**src/rtl/seven_seg_capture_if.sv**
```systemverilog
// Pin-side bundle of the 7-segment capture block: active-low scan lines in, decoded display state out.
// SEVEN_SEG_CAPTURE_DP_EN adds the decimal-point line (seg_dp) and its captured per-digit flag (dp).
interface seven_seg_capture_if #(
    parameter int unsigned n_anodes = 8
) ();
    logic [n_anodes-1:0]   anodes;
    logic                  seg_a;
    logic                  seg_b;
    logic                  seg_c;
    logic                  seg_d;
    logic                  seg_e;
    logic                  seg_f;
    logic                  seg_g;
    logic                  err_clr;
    logic [7*n_anodes-1:0] pattern;
    logic [4*n_anodes-1:0] digits;
    logic [n_anodes-1:0]   digit_valid;
    logic                  update;
    logic                  frame_done;
    logic                  multi_err;
`ifdef SEVEN_SEG_CAPTURE_DP_EN
    logic                  seg_dp;
    logic [n_anodes-1:0]   dp;

    modport master (
        output anodes, seg_a, seg_b, seg_c, seg_d, seg_e, seg_f, seg_g, seg_dp, err_clr,
        input  pattern, digits, digit_valid, update, frame_done, multi_err, dp
    );
    modport slave (
        input  anodes, seg_a, seg_b, seg_c, seg_d, seg_e, seg_f, seg_g, seg_dp, err_clr,
        output pattern, digits, digit_valid, update, frame_done, multi_err, dp
    );
`else
    modport master (
        output anodes, seg_a, seg_b, seg_c, seg_d, seg_e, seg_f, seg_g, err_clr,
        input  pattern, digits, digit_valid, update, frame_done, multi_err
    );
    modport slave (
        input  anodes, seg_a, seg_b, seg_c, seg_d, seg_e, seg_f, seg_g, err_clr,
        output pattern, digits, digit_valid, update, frame_done, multi_err
    );
`endif
endinterface

```
**src/rtl/seven_seg_capture.sv**
```systemverilog
// Receive-side monitor for a multiplexed 7-segment scan: captures each stable digit and decodes it to hex.
// Optional macro SEVEN_SEG_CAPTURE_DP_EN adds the decimal-point input and per-digit dp capture.
module seven_seg_capture #(
    parameter int unsigned n_anodes      = 8,
    parameter int unsigned settle_cycles = 16,
    parameter int unsigned sync_stages   = 2
) (
    input logic                clk,
    input logic                reset,
    seven_seg_capture_if.slave bus
);
`ifdef SEVEN_SEG_CAPTURE_DP_EN
    localparam int unsigned DP_W = 1;
`else
    localparam int unsigned DP_W = 0;
`endif
    localparam int unsigned SEG_LSB = DP_W;
    localparam int unsigned SW      = n_anodes + 7 + DP_W;
    localparam int unsigned CW      = $clog2(settle_cycles);

    logic [SW-1:0] raw_s;
    logic [SW-1:0] samp;
    logic [SW-1:0] prev_q;

`ifdef SEVEN_SEG_CAPTURE_DP_EN
    assign raw_s = {bus.anodes, bus.seg_a, bus.seg_b, bus.seg_c, bus.seg_d,
                    bus.seg_e, bus.seg_f, bus.seg_g, bus.seg_dp};
`else
    assign raw_s = {bus.anodes, bus.seg_a, bus.seg_b, bus.seg_c, bus.seg_d,
                    bus.seg_e, bus.seg_f, bus.seg_g};
`endif

    // Input synchronizer; reset to the idle (all lines high) level
    generate
        if (sync_stages == 0) begin : g_direct
            assign samp = raw_s;
        end else begin : g_sync
            logic [SW-1:0] sync_q [sync_stages];
            always_ff @(posedge clk or posedge reset) begin
                if (reset) begin
                    for (int k = 0; k < int'(sync_stages); k++) sync_q[k] <= '1;
                end else begin
                    sync_q[0] <= raw_s;
                    for (int k = 1; k < int'(sync_stages); k++) sync_q[k] <= sync_q[k-1];
                end
            end
            assign samp = sync_q[sync_stages-1];
        end
    endgenerate

    logic [n_anodes-1:0] low;
    logic [6:0]          lit;
    logic                single;
    logic                multi;

    assign low    = ~samp[SW-1 -: n_anodes];
    assign lit    = ~samp[SEG_LSB +: 7];
    assign multi  = (low & (low - n_anodes'(1))) != '0;
    assign single = (low != '0) && !multi;

    // {legal glyph, nibble}
    function automatic logic [4:0] decode(input logic [6:0] p);
        case (p)
            7'h7E:   decode = 5'h10;
            7'h30:   decode = 5'h11;
            7'h6D:   decode = 5'h12;
            7'h79:   decode = 5'h13;
            7'h33:   decode = 5'h14;
            7'h5B:   decode = 5'h15;
            7'h5F:   decode = 5'h16;
            7'h70:   decode = 5'h17;
            7'h7F:   decode = 5'h18;
            7'h7B:   decode = 5'h19;
            7'h77:   decode = 5'h1A;
            7'h1F:   decode = 5'h1B;
            7'h4E:   decode = 5'h1C;
            7'h3D:   decode = 5'h1D;
            7'h4F:   decode = 5'h1E;
            7'h47:   decode = 5'h1F;
            default: decode = 5'h00;
        endcase
    endfunction

    logic [CW-1:0]         cnt_q,      cnt_d;
    logic                  captured_q, captured_d;
    logic [n_anodes-1:0]   seen_q,     seen_d;
    logic [n_anodes-1:0]   seen_nx;
    logic [7*n_anodes-1:0] pattern_q,  pattern_d;
    logic [4*n_anodes-1:0] digits_q,   digits_d;
    logic [n_anodes-1:0]   valid_q,    valid_d;
    logic                  update_q,   update_d;
    logic                  frame_q,    frame_d;
    logic                  err_q,      err_d;
    logic                  fire;
`ifdef SEVEN_SEG_CAPTURE_DP_EN
    logic [n_anodes-1:0]   dp_q,       dp_d;
`endif

    // Settle tracking and capture; fires on the edge that completes settle_cycles equal samples
    always_comb begin
        cnt_d      = cnt_q;
        captured_d = captured_q;
        seen_d     = seen_q;
        seen_nx    = seen_q;
        pattern_d  = pattern_q;
        digits_d   = digits_q;
        valid_d    = valid_q;
        update_d   = 1'b0;
        frame_d    = 1'b0;
        err_d      = bus.err_clr ? 1'b0 : err_q;
        fire       = 1'b0;
`ifdef SEVEN_SEG_CAPTURE_DP_EN
        dp_d       = dp_q;
`endif
        if (samp != prev_q) begin
            cnt_d      = '0;
            captured_d = 1'b0;
        end else begin
            if (cnt_q != CW'(settle_cycles - 1)) cnt_d = cnt_q + CW'(1);
            if (!captured_q && (cnt_q == CW'(settle_cycles - 2))) begin
                captured_d = 1'b1;
                fire       = 1'b1;
            end
        end

        if (fire) begin
            if (single) begin
                for (int i = 0; i < int'(n_anodes); i++) begin
                    if (low[i]) begin
                        pattern_d[7*i +: 7]             = lit;
                        {valid_d[i], digits_d[4*i +: 4]} = decode(lit);
`ifdef SEVEN_SEG_CAPTURE_DP_EN
                        dp_d[i]                         = ~samp[0];
`endif
                    end
                end
                update_d = 1'b1;
                seen_nx  = seen_q | low;
                if (&seen_nx) begin
                    frame_d = 1'b1;
                    seen_d  = '0;
                end else begin
                    seen_d  = seen_nx;
                end
            end else if (multi) begin
                err_d = 1'b1;
            end
        end
    end

    always_ff @(posedge clk or posedge reset) begin
        if (reset) begin
            prev_q     <= '1;
            cnt_q      <= '0;
            captured_q <= 1'b0;
            seen_q     <= '0;
            pattern_q  <= '0;
            digits_q   <= '0;
            valid_q    <= '0;
            update_q   <= 1'b0;
            frame_q    <= 1'b0;
            err_q      <= 1'b0;
`ifdef SEVEN_SEG_CAPTURE_DP_EN
            dp_q       <= '0;
`endif
        end else begin
            prev_q     <= samp;
            cnt_q      <= cnt_d;
            captured_q <= captured_d;
            seen_q     <= seen_d;
            pattern_q  <= pattern_d;
            digits_q   <= digits_d;
            valid_q    <= valid_d;
            update_q   <= update_d;
            frame_q    <= frame_d;
            err_q      <= err_d;
`ifdef SEVEN_SEG_CAPTURE_DP_EN
            dp_q       <= dp_d;
`endif
        end
    end

    assign bus.pattern     = pattern_q;
    assign bus.digits      = digits_q;
    assign bus.digit_valid = valid_q;
    assign bus.update      = update_q;
    assign bus.frame_done  = frame_q;
    assign bus.multi_err   = err_q;
`ifdef SEVEN_SEG_CAPTURE_DP_EN
    assign bus.dp          = dp_q;
`endif

endmodule

```
**src/flat_wrapper.sv**
```systemverilog
// flat-port wrapper written by rule: the top's interface ports become plain ports
module seven_seg_capture_flat 
#(
    parameter int unsigned n_anodes      = 8,
    parameter int unsigned settle_cycles = 16,
    parameter int unsigned sync_stages   = 2
)
  (clk, reset, bus_anodes, bus_seg_a, bus_seg_b, bus_seg_c, bus_seg_d, bus_seg_e, bus_seg_f, bus_seg_g, bus_err_clr, bus_pattern, bus_digits, bus_digit_valid, bus_update, bus_frame_done, bus_multi_err);
  seven_seg_capture_if #(.n_anodes(n_anodes)) bus_i ();
  input logic clk;
  input logic reset;
  input wire logic [$bits(bus_i.anodes)-1:0] bus_anodes;
  input wire logic [$bits(bus_i.seg_a)-1:0] bus_seg_a;
  input wire logic [$bits(bus_i.seg_b)-1:0] bus_seg_b;
  input wire logic [$bits(bus_i.seg_c)-1:0] bus_seg_c;
  input wire logic [$bits(bus_i.seg_d)-1:0] bus_seg_d;
  input wire logic [$bits(bus_i.seg_e)-1:0] bus_seg_e;
  input wire logic [$bits(bus_i.seg_f)-1:0] bus_seg_f;
  input wire logic [$bits(bus_i.seg_g)-1:0] bus_seg_g;
  input wire logic [$bits(bus_i.err_clr)-1:0] bus_err_clr;
  output wire logic [$bits(bus_i.pattern)-1:0] bus_pattern;
  output wire logic [$bits(bus_i.digits)-1:0] bus_digits;
  output wire logic [$bits(bus_i.digit_valid)-1:0] bus_digit_valid;
  output wire logic [$bits(bus_i.update)-1:0] bus_update;
  output wire logic [$bits(bus_i.frame_done)-1:0] bus_frame_done;
  output wire logic [$bits(bus_i.multi_err)-1:0] bus_multi_err;
  assign bus_i.anodes = bus_anodes;
  assign bus_i.seg_a = bus_seg_a;
  assign bus_i.seg_b = bus_seg_b;
  assign bus_i.seg_c = bus_seg_c;
  assign bus_i.seg_d = bus_seg_d;
  assign bus_i.seg_e = bus_seg_e;
  assign bus_i.seg_f = bus_seg_f;
  assign bus_i.seg_g = bus_seg_g;
  assign bus_i.err_clr = bus_err_clr;
  assign bus_pattern = bus_i.pattern;
  assign bus_digits = bus_i.digits;
  assign bus_digit_valid = bus_i.digit_valid;
  assign bus_update = bus_i.update;
  assign bus_frame_done = bus_i.frame_done;
  assign bus_multi_err = bus_i.multi_err;
  seven_seg_capture #(.n_anodes(n_anodes), .settle_cycles(settle_cycles), .sync_stages(sync_stages)) u_core (.clk(clk), .reset(reset), .bus(bus_i));
endmodule
```
**config.mk**
```make
export PLATFORM = sky130hd
export DESIGN_NAME = seven_seg_capture_flat
export DESIGN_NICKNAME = d
export VERILOG_FILES = /design/src/rtl/seven_seg_capture_if.sv /design/src/rtl/seven_seg_capture.sv /design/src/flat_wrapper.sv
export SDC_FILE = /design/constraint.sdc
export NUM_CORES = 1
export LEC_CHECK = 0
export BUFFER_PORTS_ARGS = -buffer_cell sky130_fd_sc_hd__buf_2
export CORE_MARGIN = 10
export CORE_UTILIZATION = 55
export CTS_BUF_LIST = sky130_fd_sc_hd__clkbuf_2 sky130_fd_sc_hd__clkbuf_4 sky130_fd_sc_hd__clkbuf_8
export DETAILED_ROUTE_END_ITERATION = 7
export GPL_TIMING_DRIVEN = 0
export PLACE_DENSITY = 0.77
export SLEW_MARGIN = 15
export SYNTH_ARGS = -nofsm -noshare
export SYNTH_HDL_FRONTEND = slang
export SYNTH_SLANG_ARGS = --single-unit
```
**constraint.sdc**
```tcl
create_clock -name clk -period 5.51 [get_ports clk]
set_input_delay 0.8265 -clock clk [delete_from_list [all_inputs] [get_ports clk]]
set_output_delay 0.8265 -clock clk [all_outputs]
set_load 0.01 [all_outputs]
```
==> results of run 1 <==
-- Yosys cell counts, types with 11 or more instances --
library cell	instances	area, µm²
a21oi_1	15	75.07
a31oi_1	21	131.4
buf_2	15	75.07
clkbuf_1	11	41.29
dfrtp_1	112	2803
dfstp_2	45	1182
inv_1	64	240.2
mux2_1	12	135.1
mux2_2	12	135.1
mux2i_1	56	560.5
nor2_1	27	101.4
nor3_1	25	125.1
xor2_1	16	140.1
-- final timing paths --
kind / endpoint / slack [ps] / depth (start not counted)
max in group asynchronous: u_core.samp[7]$_DFF_PP1_ / 4300 / 3
min: u_core.samp[10]$_DFF_PP1_ / 350 / 0
max reg2reg: u_core.bus.digit_valid[6]$_DFFE_PP0P_ / 2730 / 7
min reg2reg: u_core.samp[10]$_DFF_PP1_ / 350 / 0
max: u_core.bus.digit_valid[6]$_DFFE_PP0P_ / 2730 / 7
min in group asynchronous: u_core.bus.digits[15]$_DFFE_PP0P_ / 380 / 2
-- stage by stage --
stage               instance area (µm²)  cells  utilization [%]  hold WS [ps]  power (W)
detailed placement                 7453    802            62.57         346.8   0.001325
CTS                                7898    834            66.30         353.9   0.002248
global route                       7898    834            66.30         356.1   0.002315
finish                             7898    834            66.30         350.5   0.002232
global placement                   7418    801            62.28         345.6   0.001317
floorplan                          6654    538                -         345.2   0.001289
-- worst max-delay path, stage by stage (launching register included) --
cell and delay [ps]:
dfstp_2 530, buf_2 170, clkbuf_1 350, a21oi_1 140, nand2_1 110, nand3_1 390, a311oi_2 750, mux2i_1 180
-- metal layers --
metal / vias up / GRT usage (%) / wire [µm]
li1: 2092 / - / -
met1: 2278 / 22.52 / 6255
met2: 210 / 30.73 / 7578
met3: 28 / 5.639 / 1165
met4: 0 / 7.804 / 318
met5: - / 0 / 0
-- cell type report --
| cell class | instances | area, µm² | share of cell area, % |
|---|---|---|---|
| clock buffer | 27 | 340.3 | 4.309 |
| sequential | 157 | 3985 | 50.46 |
| clock inverter | 5 | 103.9 | 1.315 |
| tap | 147 | 183.9 | 2.329 |
| buffer | 38 | 232.7 | 2.947 |
| timing repair buffer | 117 | 608.1 | 7.700 |
| multi-input combinational | 279 | 2196 | 27.80 |
| inverter | 64 | 247.7 | 3.137 |
-- where the power goes --
part | switching [W] | internal, W | total, W
registers | 0.0000104 | 0.00118 | 0.00119
clock network | 0.000393 | 0.000536 | 0.000929
logic | 0.0000786 | 0.0000322 | 0.000111
total | 0.000482 | 0.00175 | 0.00223
-- cells by family after synthesis --
| family | Yosys count | synth area share, % |
|---|---|---|
| mux | 80 | 12.49 |
| xor+xnor | 18 | 2.369 |
| simple gates | 111 | 10.53 |
| flops | 157 | 59.89 |
| fa+ha+maj | 3 | 0.5265 |
| buf+inv | 102 | 7.108 |
| compound gates | 67 | 7.089 |
-- registers in the layout (all words and copies together), names as in the netlist --
| register | flops |
|---|---|
| u_core.cnt_q | 4 |
| u_core.g_sync.sync_q | 15 |
| u_core.captured_q | 1 |
| u_core.prev_q | 15 |
| u_core.bus.pattern | 56 |
| u_core.bus.digit_valid | 8 |
| u_core.bus.update | 1 |
| u_core.bus.multi_err | 1 |
| u_core.bus.frame_done | 1 |
| u_core.bus.digits | 32 |
| u_core.seen_q | 8 |
| u_core.samp | 15 |
==> impl_metrics.ini, run 1 <==
[yosys]
ys_seq_area_share_pct = 59.89
syn_avg_cell_area_um2 = 12.37
synthesis.area_mm2 = 0.006654
async_reset_ff_share_pct = 100.0
synth_nets = 558
synth_cells = 538
synth_edf_count = 0
synth.distinct_cells = 55
yosys_warnings = 0
ys_ff_latch = 157
synthFlopType = dfrtp_1

[clock_network]
cts_setup_buffers = 0
cts_max_level = 4
clockRootBuffer = clkbuf_8
cts_tree = built
clock-sinks = 157
clk_pin_slew_ps = 70
cts_buffers = 17
ctsHoldBuffers = 0
clk_path_buf_depth = 2
ctsResizeCount = 0
clkLatencyLatePin_ps = 450

[drt]
num_vias = 4608
via_per_inst = 5.525
wl_per_cell_um = 18.37
firstDrtPassIters = 7
route.detailed.drc = 0
ant_nets = 0
routed_wl_um = 15320
drtIter0Drc = 415

[power_and_ir_drop]
p_leak_nw = 3.818
peakVddDrop_mv = 0.2592
p_per_area_mw_per_mm2 = 282.6

[global_routing]
track_usage_pct = 18.70
grt_antenna_before_repair = 0
grt_pass1_wl_um = 24580
grt_pass1_vias = 4845
grt.overflow.total = 0
grt_start_max_net_pins = 104

[cells_and_area]
drive_gt1_share_pct = 36.97
fin_nets = 694
nFillCells = 872
final_common_cell = buf_2
final_cell_mix = buf_2, dfrtp_1, inv_1
area_delta_synth_final_pct = 18.69
n_antenna_cell = 0

[floorplan]
die_x_um = 130.0
fp-row-count = 40
ios = 117
dieArea_mm2 = 0.01690
initial_utilization_pct = 55.86
chipHeight_um = 130.0
fp.coreArea_mm2 = 0.01191

[timing]
slew_headroom_pct = 21.93
rsz0062_at_grt = no
period_needed_ps = 2784
finalHoldViolCount = 0
fin_worst_skew_ps = 12.32
setup-tns-final_ps = 0
fmax_ghz = 0.3591
setup_slack_ps = 2726
setup_viol = 0
finalMaxSlewViolations = 0
fin_crit_sh_pct = 50.53
tightest_slew_ps = 1161

[critical_path]
required_ps = 5800
critical_path_class = reg2reg
startpoint = u_core.samp[3]$_DFF_PP1_
critPathLaunchType = flop
endpoint_kind = flop
critPathMaxFanout = 10
arrival_ps = 3070
r2r_start = u_core.samp[3]$_DFF_PP1_

[hold_path]
hold_class = reg2reg
hold_start = u_core.g_sync.sync_q[25]$_DFF_PP1_

[run]
cap_violations = 0

[place]
place_hpwl_um = 10910
io_buffer_count = 116
place_worst_setup_slack_ps = 2775
gp_congestion = 0.8891

[outcome]
status = finished, final reports clean
No activity file was read; power rests on OpenSTA's default activity.
==> run 2, diff against run 1 <==
==> constraint.sdc (replaced) <==
create_clock -name clk -period 2.85 [get_ports clk]
set_input_delay 0.4275 -clock clk [delete_from_list [all_inputs] [get_ports clk]]
set_output_delay 0.4275 -clock clk [all_outputs]
set_load 0.01 [all_outputs]
==> impl_metrics.ini, run 2 (same netlist as run 1, synthesis figures left out) <==
[outcome]
status = finished, final reports clean

[timing]
setup-tns-final_ps = 0
fin_crit_sh_pct = 96.29
setup_viol = 0
finalMaxSlewViolations = 0
finalHoldViolCount = 0
tightest_slew_ps = 1112
rsz0062_at_grt = no
fmax_ghz = 0.3644
period_needed_ps = 2744
whs_ps = 8.152
fin_worst_skew_ps = 10.12
slew_headroom_pct = 25.23

[global_routing]
grt_pass1_wl_um = 25400
grt_antenna_before_repair = 0
grt.overflow.total = 0
use_met1_pct = 23.17
grt_pass1_vias = 4897
gr-max-usage-layer = met2
grtUsageMet2_pct = 32.32
track_usage_pct = 19.28
use_met3_pct = 5.071
grt_start_max_net_pins = 39

[place]
gp_congestion = 0.8832
io_buffer_count = 116
place_hpwl_um = 11360
post_dp_cell_area_mm2 = 0.007545

[clock_network]
cts_tree = built
clockRootBuffer = clkbuf_8
cts_buffers = 17
clock-sinks = 157
ctsHoldBuffers = 0
clk_path_buf_depth = 2
clkLatencyLatePin_ps = 450
clk_pin_slew_ps = 80
cts_max_level = 4

[drt]
wl_per_cell_um = 18.31
drtIter0Drc = 313
routed_wl_um = 15340
via_per_inst = 5.394
num_vias = 4520
ant_nets = 0
route.detailed.drc = 0
firstDrtPassIters = 5

[cells_and_area]
area_delta_synth_final_pct = 20.21
multiInputGateArea_mm2 = 0.002213
final_cell_mix = buf_2, dfrtp_1, inv_1
n_antenna_cell = 0
final_util_pct = 67.15
drive_gt1_share_pct = 37.63
largest_reg_flops = 56
design_area_mm2 = 0.007999
final_common_cell = buf_2
nFillCells = 897
fin_nets = 698
regArea_mm2 = 0.003985

[critical_path]
required_ps = 3230
startpoint = u_core.samp[4]$_DFF_PP1_
critical_path_class = reg2reg
endpoint_kind = flop
cp_num_buf_inv = 1
path_cells = buf_2, nor4bb_1, a32oi_1, o31ai_1, nor2_1, a21oi_2
arrival_ps = 3120
critPathMaxFanout = 8
slowest_stage = o31ai_1
path_delay_family = compound AO/OA/AOI/OAI gates
r2r_start = u_core.samp[4]$_DFF_PP1_
critPathLaunchType = flop
slowest_delay_ps = 920

[floorplan]
fp-row-count = 40
fp.coreArea_mm2 = 0.01191
initial_utilization_pct = 55.86
chipHeight_um = 130.0
dieArea_mm2 = 0.01690
die_x_um = 130.0
ios = 117

[run]
cap_violations = 0

[power_and_ir_drop]
p_per_area_mw_per_mm2 = 540.9
peakVddDrop_mv = 0.6431
p_leak_nw = 3.854

[hold_path]
hold_class = in2async
[run 2: through the flow]
step                setup slack, ps  std cells  power, W
floorplan                     472.4        538  0.002492
global placement             -325.7        801  0.002547
finish                        105.6        838  0.004327
CTS                           49.28        838  0.004372
detailed placement            94.40        806  0.002579
global route                  32.58        838  0.004509
[run 2: layout make-up]
class	count	area share, %
well taps	147	2.299
clock inverters	11	2.065
inverters	64	3.050
flip-flops and latches	157	49.82
plain buffers	38	2.925
multi-input cells	279	27.67
repair buffers	121	8.791
clock buffers	21	3.379
[run 2: path summary, 6_finish.rpt]
path	endpoint	slack (ps)	cells after the start
max	u_core.bus.digits[16]$_DFFE_PP0P_	110	6
max reg2reg	u_core.bus.digits[16]$_DFFE_PP0P_	110	6
min reg2reg	u_core.samp[4]$_DFF_PP1_	350	0
max in group asynchronous	u_core.g_sync.sync_q[19]$_DFF_PP1_	2020	4
min	u_core.bus.pattern[32]$_DFFE_PP0P_	8	2
min in group clk	u_core.g_sync.sync_q[15]$_DFF_PP1_	70	1
[run 2: layer usage]
layer	vias up	part of all wire (%)
li1	2101	-
met1	2217	41
met2	168	50
met3	34	7.0
met4	0	2.3
met5	-	0
[run 2: what timing repair did]
action	CTS	global route
setup endpoints to repair	0	13
setup buffers	0	0
resized for setup	0	4
[run 2: report_power, final]
part           switching, W  total [W]  internal [W]
Sequential        0.0000213    0.00231       0.00228
Clock              0.000784    0.00179       0.00100
Combinational      0.000157   0.000233     0.0000762
==> run 3, diff against run 2 <==
--- a/config.mk
+++ b/config.mk
@@ -9,6 +9,7 @@
 export CORE_MARGIN = 10
 export CORE_UTILIZATION = 55
 export CTS_BUF_LIST = sky130_fd_sc_hd__clkbuf_2 sky130_fd_sc_hd__clkbuf_4 sky130_fd_sc_hd__clkbuf_8
+export CTS_CLUSTER_SIZE = 8
 export DETAILED_ROUTE_END_ITERATION = 7
 export GPL_TIMING_DRIVEN = 0
 export PLACE_DENSITY = 0.77
==> constraint.sdc (replaced) <==
create_clock -name clk -period 3.25 [get_ports clk]
set_input_delay 0.4875 -clock clk [delete_from_list [all_inputs] [get_ports clk]]
set_output_delay 0.4875 -clock clk [all_outputs]
set_load 0.01 [all_outputs]
==> impl_metrics.ini, run 3 (same netlist as run 1, synthesis figures left out) <==
[drt]
firstDrtPassIters = 5
route.detailed.drc = 0
drtIter0Drc = 285
via_per_inst = 5.414
wl_per_cell_um = 18.32
ant_nets = 0
num_vias = 4537
routed_wl_um = 15360

[global_routing]
grt_start_max_net_pins = 39
grt_antenna_before_repair = 0
track_usage_pct = 19.28
grt_pass1_vias = 4897
grt.overflow.total = 0
grt_pass1_wl_um = 25400

[timing]
finalMaxSlewViolations = 0
setup_viol = 0
setup-tns-final_ps = 0
tightest_slew_ps = 1102
rsz0062_at_grt = no
period_needed_ps = 2842
setup_slack_ps = 408.1
finalHoldViolCount = 0
fmax_ghz = 0.3519
fin_worst_skew_ps = 9.766
slew_headroom_pct = 25.92
fin_crit_sh_pct = 87.44

[clock_network]
cts_tree = built
ctsResizeCount = 0
clk_path_buf_depth = 2
clockRootBuffer = clkbuf_8
cts_max_level = 4
clock-sinks = 157
cts_setup_buffers = 0
ctsHoldBuffers = 0
clkLatencyLatePin_ps = 450
clk_pin_slew_ps = 80
cts_buffers = 17

[power_and_ir_drop]
peakVddDrop_mv = 0.5640
p_leak_nw = 3.848
p_per_area_mw_per_mm2 = 475.3

[floorplan]
die_x_um = 130.0
initial_utilization_pct = 55.86
chipHeight_um = 130.0
fp.coreArea_mm2 = 0.01191
fp-row-count = 40
dieArea_mm2 = 0.01690
ios = 117

[critical_path]
slowest_stage = nor4_1
required_ps = 3590
cp_num_buf_inv = 2
arrival_ps = 3180
slowest_delay_ps = 770
path_delay_family = simple AND/OR/NAND/NOR gates
critPathMaxFanout = 10
path_cells = buf_2, and4_1, nand3_1, nor4_1, and2_1, buf_6, mux2_1
critPathLaunchType = flop
critical_path_class = reg2reg
endpoint_kind = flop

[cells_and_area]
final_cell_mix = buf_2, dfrtp_1, inv_1
fin_nets = 698
final_common_cell = buf_2
drive_gt1_share_pct = 37.34
nFillCells = 902
largest_reg_flops = 56
n_antenna_cell = 0
area_delta_synth_final_pct = 19.93

[place]
gp_congestion = 0.8832
place_hpwl_um = 11360
place_worst_setup_slack_ps = 494.4
io_buffer_count = 116

[hold_path]
hold_class = in2async

[outcome]
status = finished, final reports clean

[run]
cap_violations = 0
[run 3: cell types whose count changed in the layout (fill, tap and decap cells not counted)]
cell	previous run	this run
a311oi_2	1	2
a311oi_4	1	0
clkbuf_1	10	11
clkbuf_2	1	0
nor4_1	0	1
nor4_2	1	0
[run 3: where the power goes]
group	internal [W]	leakage [nW]	total, W	switching [W]
Clock	0.000880	0.224	0.00157	0.000689
Combinational	0.0000659	1.59	0.000202	0.000136
Sequential	0.00200	2.04	0.00202	0.0000188
[run 3: final timing paths]
kind | start | to | slack (ps) | cells after the start
max in group asynchronous | reset | u_core.g_sync.sync_q[19]$_DFF_PP1_ | 2360 | 4
setup / recovery | u_core.samp[10]$_DFF_PP1_ | u_core.bus.digits[18]$_DFFE_PP0P_ | 410 | 7
setup reg to reg | u_core.samp[10]$_DFF_PP1_ | u_core.bus.digits[18]$_DFFE_PP0P_ | 410 | 7
hold reg to reg | u_core.g_sync.sync_q[19]$_DFF_PP1_ | u_core.samp[4]$_DFF_PP1_ | 350 | 0
hold / removal | reset | u_core.bus.pattern[32]$_DFFE_PP0P_ | 70 | 2
min in group clk | bus_seg_g | u_core.g_sync.sync_q[15]$_DFF_PP1_ | 130 | 1
[run 3: final cells by class]
class,instances,area (µm²),area share [%]
timing repair buffer,121,703.2,8.812
tap,147,183.9,2.305
buffer,38,232.7,2.916
multi-input combinational,279,2196,27.52
inverter,64,244.0,3.057
clock inverter,11,165.2,2.070
sequential,157,3985,49.94
clock buffer,21,270.3,3.387
[run 3: metrics by stage]
| step | total power, W | instance area (µm²) | cells | hold slack (ps) | utilization, % |
|---|---|---|---|---|---|
| after floorplan | 0.002185 | 6658 | 538 | 345.2 | - |
| after global placement | 0.002233 | 7422 | 801 | 345.5 | 62.31 |
| after detailed placement | 0.002262 | 7545 | 806 | 346.8 | 63.34 |
| after CTS | 0.003834 | 7980 | 838 | 61.77 | 67.00 |
| after global routing | 0.003951 | 7980 | 838 | 82.38 | 67.00 |
| final | 0.003793 | 7980 | 838 | 69.60 | 67.00 |
[run 3: layer usage]
metal	GRT usage, %	vias up	wire (µm)
met5	0	-	0
met2	32.32	166	7700
li1	-	2104	-
met3	5.071	35	997
met1	23.17	2232	6327
met4	7.937	0	329
[run 3: worst register-to-register path: cells and delay by family, from the launching register on]
kind,cells,cell delay (ps)
and+or+nand+nor,4,1470
buffers and inverters,2,380
DFF,1,540
muxes,1,350
